File: config.mk
export PLATFORM = sky130hd
export DESIGN_NAME = button_conditioner
export DESIGN_NICKNAME = d
export VERILOG_FILES = /design/src/rtl/button_pkg.sv /design/src/rtl/button_channel.sv /design/src/rtl/button_conditioner.sv
export SDC_FILE = /design/constraint.sdc
export NUM_CORES = 1
export LEC_CHECK = 0
export CAP_MARGIN = 20
export CORE_MARGIN = 4
export CORE_UTILIZATION = 27
export DETAILED_ROUTE_END_ITERATION = 8
export SYNTH_ARGS = -nofsm -noshare
export SYNTH_HDL_FRONTEND = slang
export SYNTH_SLANG_ARGS = --single-unit
File: constraint.sdc
create_clock -name clk -period 4.34 [get_ports clk]
set_input_delay 1.085 -clock clk [delete_from_list [all_inputs] [get_ports clk]]
set_output_delay 1.085 -clock clk [all_outputs]
set_load 0.03 [all_outputs]
File: src/rtl/button_pkg.sv
// Shared types and defaults for the push-button conditioner.
// Channel state encoding, default timing constants, button indices.
package button_pkg;

    typedef enum logic [2:0] {
        IDLE,
        DEB_PRESS,
        HOLD,
        REPEAT,
        DEB_RELEASE
    } chan_state_t;

    localparam int DEF_DEBOUNCE_CYCLES = 1_000_000;
    localparam int DEF_REPEAT_DELAY    = 50_000_000;
    localparam int DEF_REPEAT_RATE     = 10_000_000;
    localparam logic [3:0] DEF_REPEAT_MASK = 4'b0011;

    localparam int BTN_UP    = 0;
    localparam int BTN_DOWN  = 1;
    localparam int BTN_LEFT  = 2;
    localparam int BTN_RIGHT = 3;

    function automatic int max3(input int a, input int b, input int c);
        int m;
        m = (a > b) ? a : b;
        return (m > c) ? m : c;
    endfunction

endpackage

File: src/rtl/button_channel.sv
// One button: two-flop synchroniser, debounce/auto-repeat FSM and
// its shared counter. pulse is a Mealy output registered by the top.
module button_channel
    import button_pkg::*;
#(
    parameter int DEBOUNCE_CYCLES = DEF_DEBOUNCE_CYCLES,
    parameter int REPEAT_DELAY    = DEF_REPEAT_DELAY,
    parameter int REPEAT_RATE     = DEF_REPEAT_RATE,
    parameter bit REPEAT_EN       = 1'b0
) (
    input  logic clk,
    input  logic reset,
    input  logic btn_raw,
    output logic pulse,
    output logic held
);

    localparam int MAXP = max3(DEBOUNCE_CYCLES, REPEAT_DELAY, REPEAT_RATE);
    localparam int CW   = (MAXP > 1) ? $clog2(MAXP) : 1;

    localparam logic [CW-1:0] DEB_LAST   = CW'(DEBOUNCE_CYCLES - 1);
    localparam logic [CW-1:0] DELAY_LAST = CW'(REPEAT_DELAY - 1);
    localparam logic [CW-1:0] RATE_LAST  = CW'(REPEAT_RATE - 1);

    logic [1:0]    sync_q;
    logic          sync;
    chan_state_t   state_q, state_d;
    logic [CW-1:0] cnt_q, cnt_d;
    logic          held_q, held_d;

    assign sync = sync_q[1];
    assign held = held_q;

    // Bring the asynchronous button into the clock domain.
    always_ff @(posedge clk) begin
        if (reset) begin
            sync_q <= 2'b00;
        end else begin
            sync_q <= {sync_q[0], btn_raw};
        end
    end

    // State, counter and debounced level registers.
    always_ff @(posedge clk) begin
        if (reset) begin
            state_q <= IDLE;
            cnt_q   <= '0;
            held_q  <= 1'b0;
        end else begin
            state_q <= state_d;
            cnt_q   <= cnt_d;
            held_q  <= held_d;
        end
    end

    // Next state: debounce both edges, then hold / auto-repeat.
    always_comb begin
        state_d = state_q;
        cnt_d   = cnt_q + CW'(1);
        held_d  = held_q;
        unique case (state_q)
            IDLE: begin
                cnt_d = '0;
                if (sync) state_d = DEB_PRESS;
            end
            DEB_PRESS: begin
                if (!sync) begin
                    state_d = IDLE;
                    cnt_d   = '0;
                end else if (cnt_q == DEB_LAST) begin
                    state_d = HOLD;
                    cnt_d   = '0;
                    held_d  = 1'b1;
                end
            end
            HOLD: begin
                if (!sync) begin
                    state_d = DEB_RELEASE;
                    cnt_d   = '0;
                end else if (!REPEAT_EN) begin
                    cnt_d = cnt_q;
                end else if (cnt_q == DELAY_LAST) begin
                    state_d = REPEAT;
                    cnt_d   = '0;
                end
            end
            REPEAT: begin
                if (!sync) begin
                    state_d = DEB_RELEASE;
                    cnt_d   = '0;
                end else if (cnt_q == RATE_LAST) begin
                    cnt_d = '0;
                end
            end
            DEB_RELEASE: begin
                if (sync) begin
                    state_d = HOLD;
                    cnt_d   = '0;
                end else if (cnt_q == DEB_LAST) begin
                    state_d = IDLE;
                    cnt_d   = '0;
                    held_d  = 1'b0;
                end
            end
            default: begin
                state_d = IDLE;
                cnt_d   = '0;
                held_d  = 1'b0;
            end
        endcase
    end

    // Pulse on accepted press and on each repeat tick.
    always_comb begin
        pulse = 1'b0;
        unique case (state_q)
            DEB_PRESS: pulse = sync && (cnt_q == DEB_LAST);
            HOLD:      pulse = REPEAT_EN && sync && (cnt_q == DELAY_LAST);
            REPEAT:    pulse = sync && (cnt_q == RATE_LAST);
            default:   pulse = 1'b0;
        endcase
    end

endmodule

File: src/rtl/button_conditioner.sv
// Four conditioned buttons feeding the write FSM command inputs.
// Opposing pairs cancel; enable masks pulses at the output register.
module button_conditioner
    import button_pkg::*;
#(
    parameter int         DEBOUNCE_CYCLES = DEF_DEBOUNCE_CYCLES,
    parameter int         REPEAT_DELAY    = DEF_REPEAT_DELAY,
    parameter int         REPEAT_RATE     = DEF_REPEAT_RATE,
    parameter logic [3:0] REPEAT_MASK     = DEF_REPEAT_MASK
) (
    input  logic       clk,
    input  logic       reset,
    input  logic       enable,
    input  logic [3:0] btn_raw,
    output logic       push_up,
    output logic       push_down,
    output logic       push_left,
    output logic       push_right,
    output logic [3:0] held
);

    logic [3:0] pulse;
    logic [3:0] gated;

    for (genvar i = 0; i < 4; i++) begin : g_chan
        button_channel #(
            .DEBOUNCE_CYCLES (DEBOUNCE_CYCLES),
            .REPEAT_DELAY    (REPEAT_DELAY),
            .REPEAT_RATE     (REPEAT_RATE),
            .REPEAT_EN       (REPEAT_MASK[i])
        ) u_chan (
            .clk     (clk),
            .reset   (reset),
            .btn_raw (btn_raw[i]),
            .pulse   (pulse[i]),
            .held    (held[i])
        );
    end

    assign gated = pulse & {4{enable}};

    // Register commands; simultaneous opposite directions cancel.
    always_ff @(posedge clk) begin
        if (reset) begin
            push_up    <= 1'b0;
            push_down  <= 1'b0;
            push_left  <= 1'b0;
            push_right <= 1'b0;
        end else begin
            push_up    <= gated[BTN_UP]    & ~gated[BTN_DOWN];
            push_down  <= gated[BTN_DOWN]  & ~gated[BTN_UP];
            push_left  <= gated[BTN_LEFT]  & ~gated[BTN_RIGHT];
            push_right <= gated[BTN_RIGHT] & ~gated[BTN_LEFT];
        end
    end

endmodule
# Word-level counts from Yosys, hierarchy flattened
# Cells that the tools add are included.
# op_classes
addsub,4
eq_ne,62
mux,86
bitwise,13
n_reduce_logical,28
# op_table
op,n
26-bit 2-to-1 mux,26
26-bit one-hot mux with 4 select lines,4
26-bit by 1-bit adder with 26-bit output (second input constant),4
26-bit by 20-bit == test with 1-bit output (second input constant),4
26-bit by 24-bit == test with 1-bit output (second input constant),4
3-bit 2-to-1 mux,28
26-bit == test (second input constant),2
2-bit by 1-bit inequality test with 1-bit output (second input constant),16
3-bit one-hot mux with 5 select lines,2
5-bit AND reduction,6
3-bit by 2-bit == test with 1-bit output (second input constant),8
3-bit one-hot mux with 4 select lines,2
2-bit inequality test (second input constant),10
3-bit inequality test (second input constant),6
1-bit one-hot mux with 3 select lines,6
1-bit 2-to-1 mux,16
3-bit by 1-bit == test with 1-bit output (second input constant),4
3-bit == test (second input constant),4
3-bit zero test,4
3-bit by 1-bit inequality test with 1-bit output (second input constant),4
3-bit OR reduction,4
1-bit logical AND,10
1-bit NOT,8
4-bit AND reduction,2
4 further kinds,9
# word_totals
reg_bits,132
in_bits,7
out_inout_bits,8
wordCells,213

# Longest topological paths before layout
# logic_depth
depth_word,6
mapped_depth,11
mapped_depth_nobuf,7

# Hierarchy
# A second synthesis with hierarchy kept.
# unflattened
cells_unflattened,884
hier_area_um2,7593.5
# by_module_without_submodules
mod,n_inst,cells_each,area_each_um2,seq_area_each_um2
button_channel at g_chan[0].u_chan ...,2,206,1813.0,640.6
button_channel at g_chan[3].u_chan,1,241,1973.1,640.6
button_channel at g_chan[2].u_chan,1,223,1864.3,640.6
button_conditioner,1,8,130.1,80.1

# Worst setup path before layout
# OpenSTA, ideal clock, no wires.
# synth_path
path_kind,input-to-reg
startpoint,input reset
endpoint,register g_chan[1].u_chan.cnt_q[16]
arrival_time_ps,2408
slack_ps,1815
path_stages,8
cell_sequence,clkbuf_1 > inv_1 > and3_1 > nand2_1 > a31oi_1 > a211oi_2 > buf_2 > nor2_1
# synth_rtl
element,line,rtl
"start, declared",button_conditioner.sv:12,"input logic reset,"
"end signal, assigned",button_channel.sv:51,cnt_q <= cnt_d;
"end, declared",button_channel.sv:28,"logic [CW-1:0] cnt_q, cnt_d;"

==> metrics.md <==
| Metric | Value |
|---|---|
| Run status | finished, final reports clean |
| CP Launch Type | primary input |
| P_sw | 0.565 mW |
| CP required | 4690 ps |
| DRT Pass-1 Iters | 5 |
| Chip Width | 165 µm |
| Synth Warn # | 0 |
| Final hold vios | 0 |
| Die ar. | 27300 µm² |
| Syn Area/Cell | 8.28 µm² |
| Leak Pwr | 2.53 nW |
| Max_cap viols | 0 |
| Syn-to-layout area delta | 15.3% |
| Post-layout min period | 2680 ps |
| DR vias/cell | 5.08 |
| FILL cells | 2520 |
| CTS max path bufs | 2 |
| Synth Area in Compound Gates | 0.129 |
| Final Hold Slack | 435 ps |
| Core Region | 24300 µm² |
| Post-cts resize count | 0 |
| Reg-to-reg startpoint | g_chan[2].u_chan.cnt_q[0] |
| Final nets | 818 |
| Largest family of logic cells by synthesized area | simple AND/OR/NAND/NOR gates |
| Initial antenna violation count | 0 |
| Seq cells post-synth | 132 |
| CP endpoint kind | flop |
| I/O pin count | 15 |
| Dpl hpwl | 10200 µm |
| Critical path's top delay family | compound AO/OA/AOI/OAI gates |
| WP buf/inv | 2 |
| Netlist Area Pre-Place | 6680 µm² |
| Peak VDD IR | 257 µV |
| Mapped Cells | 807 |
| Maximum net fanout on the critical path | 35 |
| DRT Wirelength | 15100 µm |
| GP Congestion | 0.795 |
| Die Y | 165 µm |
| Share of cells above drive strength 1 | 0.0671 |
| CP startpoint | reset |
| Setup Buffers After CTS | 0 |
| FFs w/ async S/R, synth | 0 |
| DRC Markers | 0 |
| Post-detailed-route count of antenna-violating nets | 0 |
| Diode count | 0 |
| Final Util | 0.317 |
| Final Max Slew Viols | 0 |
| Beginning of the worst hold path | g_chan[2].u_chan.sync_q[0] |
| Worst skew pair latency | 420 ps |
| TritonCTS clock tree | yes |
| Switching Share | 0.201 |
| Gr usage total | 0.116 |
| RSZ-0062 raised after global routing | no |
| Hold_buf cts | 0 |
| Skew final | 6.05 ps |
| Yosys cell types | 67 |
| Mux contribution to synthesized area | 0.00449 |
| DR iter-0 viols | 487 |
| Routed WL per cell | 13.2 µm |
| Max Freq | 373 MHz |
| Min-delay worst type | flop to flop |
| Post-synthesis adder-cell area fraction | 0.00749 |
| Post-synthesis simple-gate area fraction | 0.349 |
| Combinational share of power | 0.018 |
| Internal | 2.25 mW |
| Post-Synth XOR/XNOR Area | 0.0773 |
| Clock Tree Root | clkbuf_16 |
| Sink Count | 132 |
| Final TNS setup | 0 ps |
| Largest net degree at the start of global routing | 42 |
| Slowest CP cell | a32o_1 |
| Clock group share of total power | 0.545 |
| Max_slew headroom | 0.365 |
| Vias in the first global route | 5435 |
| CP Class | primary input to flop |
| Worst-path cell chain | clkdlybuf4s50_1 -> buf_4 -> nor3_1 -> a32o_1 -> o21ai_0 -> a31oi_1 |
| Initial Util | 0.275 |
| Period Utilization, post-route | 0.618 |
| Seq pwr share | 0.438 |
| Pwr dens | 365 nW/µm² |
| # H-tree levels | 4 |
| Worst-path clk slew | 60 ps |
| EDFF count, synth | 0 |
| Slowest stage delay, CP | 630 ps |
| DR vias | 5816 |
| Number of port buffers | 14 |
| Mapped Nets | 818 |
| Ys flop type | dfxtp_1 |
| Final setup fails | 0 |
| Cts bufs inserted | 17 |
| Global-route wire length before repair | 26200 µm |
| Row cnt | 57 |
| Sequential fraction of the synthesis area | 0.396 |
| Total grt overflow | 0 |
| Worst slew pin tran | 944 ps |
| CP Data Arrival Time | 3030 ps |
-- power by group through the flow --
stage	Combinational, mW	Clock [mW]	Sequential [mW]
after floorplan	0.0364	0	1.25
after global placement	0.0505	0	1.26
after detailed placement	0.0505	0	1.26
after CTS	0.0509	1.57	1.23
after global routing	0.0547	1.62	1.23
final	0.0498	1.53	1.23
-- area by class of cell --
class / instances / area, µm² / share of cell area
clock buffer: 23 / 478 / 0.0620
clock inverter: 9 / 150 / 0.0195
inverter: 14 / 52.6 / 0.00682
multi-input combinational: 623 / 3790 / 0.492
sequential: 132 / 2640 / 0.343
tap: 324 / 405 / 0.0526
timing repair buffer: 19 / 185 / 0.0240
-- sequential cells by signal (all words and copies together) (netlist names) --
signal / cells
g_chan.u_chan.sync_q: 8
push_down: 1
push_up: 1
push_left: 1
push_right: 1
g_chan.u_chan.state_q: 12
g_chan.u_chan.held: 4
g_chan.u_chan.cnt_q: 104
-- stage by stage --
stage | setup WS (ps) | std cells | total power [mW] | area (µm²)
after global routing | 1500 | 1144 | 2.91 | 7700
after global placement | 1230 | 1111 | 1.31 | 7060
final | 1660 | 1144 | 2.81 | 7700
after detailed placement | 1240 | 1111 | 1.31 | 7060
after floorplan | 1820 | 807 | 1.29 | 6680
after CTS | 1500 | 1143 | 2.85 | 7690
-- worst register-to-register path: cells and delay by family, from the launching register on --
family	cells	cell delay, ps
AOI/OAI and AO/OA	2	560
adders and majority gates	1	210
buffers and inverters	1	240
DFF	1	380
and+or+nand+nor	4	1130
-- cell usage in the layout (no fill, tap or decap), types with 3 or more instances in the layout --
master and instances:
dfxtp_1 132, nor2_1 102, nand2_1 76, xor2_1 45, nand3_1 43, nand4_1 34
a21oi_1 32, and3_1 28, a31oi_1 28, o21ai_0 21, nor3_1 19, and4_1 19
nor2b_1 18, clkbuf_16 17, inv_1 14, xnor2_1 14, clkdlybuf4s50_1 14, nor4_1 12
nand2b_1 10, nor2_2 10, nor4b_1 9, and2_1 9, a21o_1 8, a22o_1 7
or3_1 6, nor4bb_1 6, nor3b_1 6, or4_1 4, nand4b_1 4, ha_1 4
bufinv_16 4, buf_4 4, nand3b_1 3, a32o_1 3, a211oi_1 3, mux2i_1 3
a41oi_1 3, clkbuf_8 3, clkinv_2 3, clkbuf_1 3
-- final timing paths --
| kind | to | slack (ps) | depth (start not counted) |
|---|---|---|---|
| worst max-delay path | g_chan[3].u_chan.cnt_q[13] | 1660 | 6 |
| worst min register to register | g_chan[2].u_chan.sync_q[1] | 440 | 1 |
| worst min-delay path | g_chan[2].u_chan.sync_q[1] | 440 | 1 |
| worst max register to register | g_chan[2].u_chan.cnt_q[9] | 1700 | 8 |
-- cell usage after synthesis, drive strengths merged (10+ instances only) --
master,number,area (µm²)
dfxtp,132,2640
nor2,112,445
nand2,76,285
xor2,45,394
nand3,43,215
nand4,34,213
a21oi,32,160
a31oi,28,175
and3,28,175
clkbuf,21,78.8
o21ai,21,105
nor3,20,105
and4,19,166
nor2b,18,113
buf,17,116
inv,14,52.6
xnor2,14,123
nor4,13,87.6
nand2b,10,62.6
nor4b,10,93.8
-- kinds of logic (layout without fill, tap and decap cells) --
kind of cell    after synthesis  after routing
mux                           3              3
buf+inv                      52             65
flops                       132            132
fa+ha+maj                     4              4
compound gates              127            127
xor+xnor                     59             59
simple gates                430            430
-- metal layers --
| layer | vias up | global-route usage | routed length [µm] |
|---|---|---|---|
| met5 | - | 0 | 0 |
| met4 | 0 | 0.0330 | 167 |
| met3 | 20 | 0.0333 | 664 |
| met2 | 108 | 0.177 | 6730 |
| met1 | 2756 | 0.160 | 7550 |
| li1 | 2932 | - | - |
No activity file was read; power rests on OpenSTA's default activity.
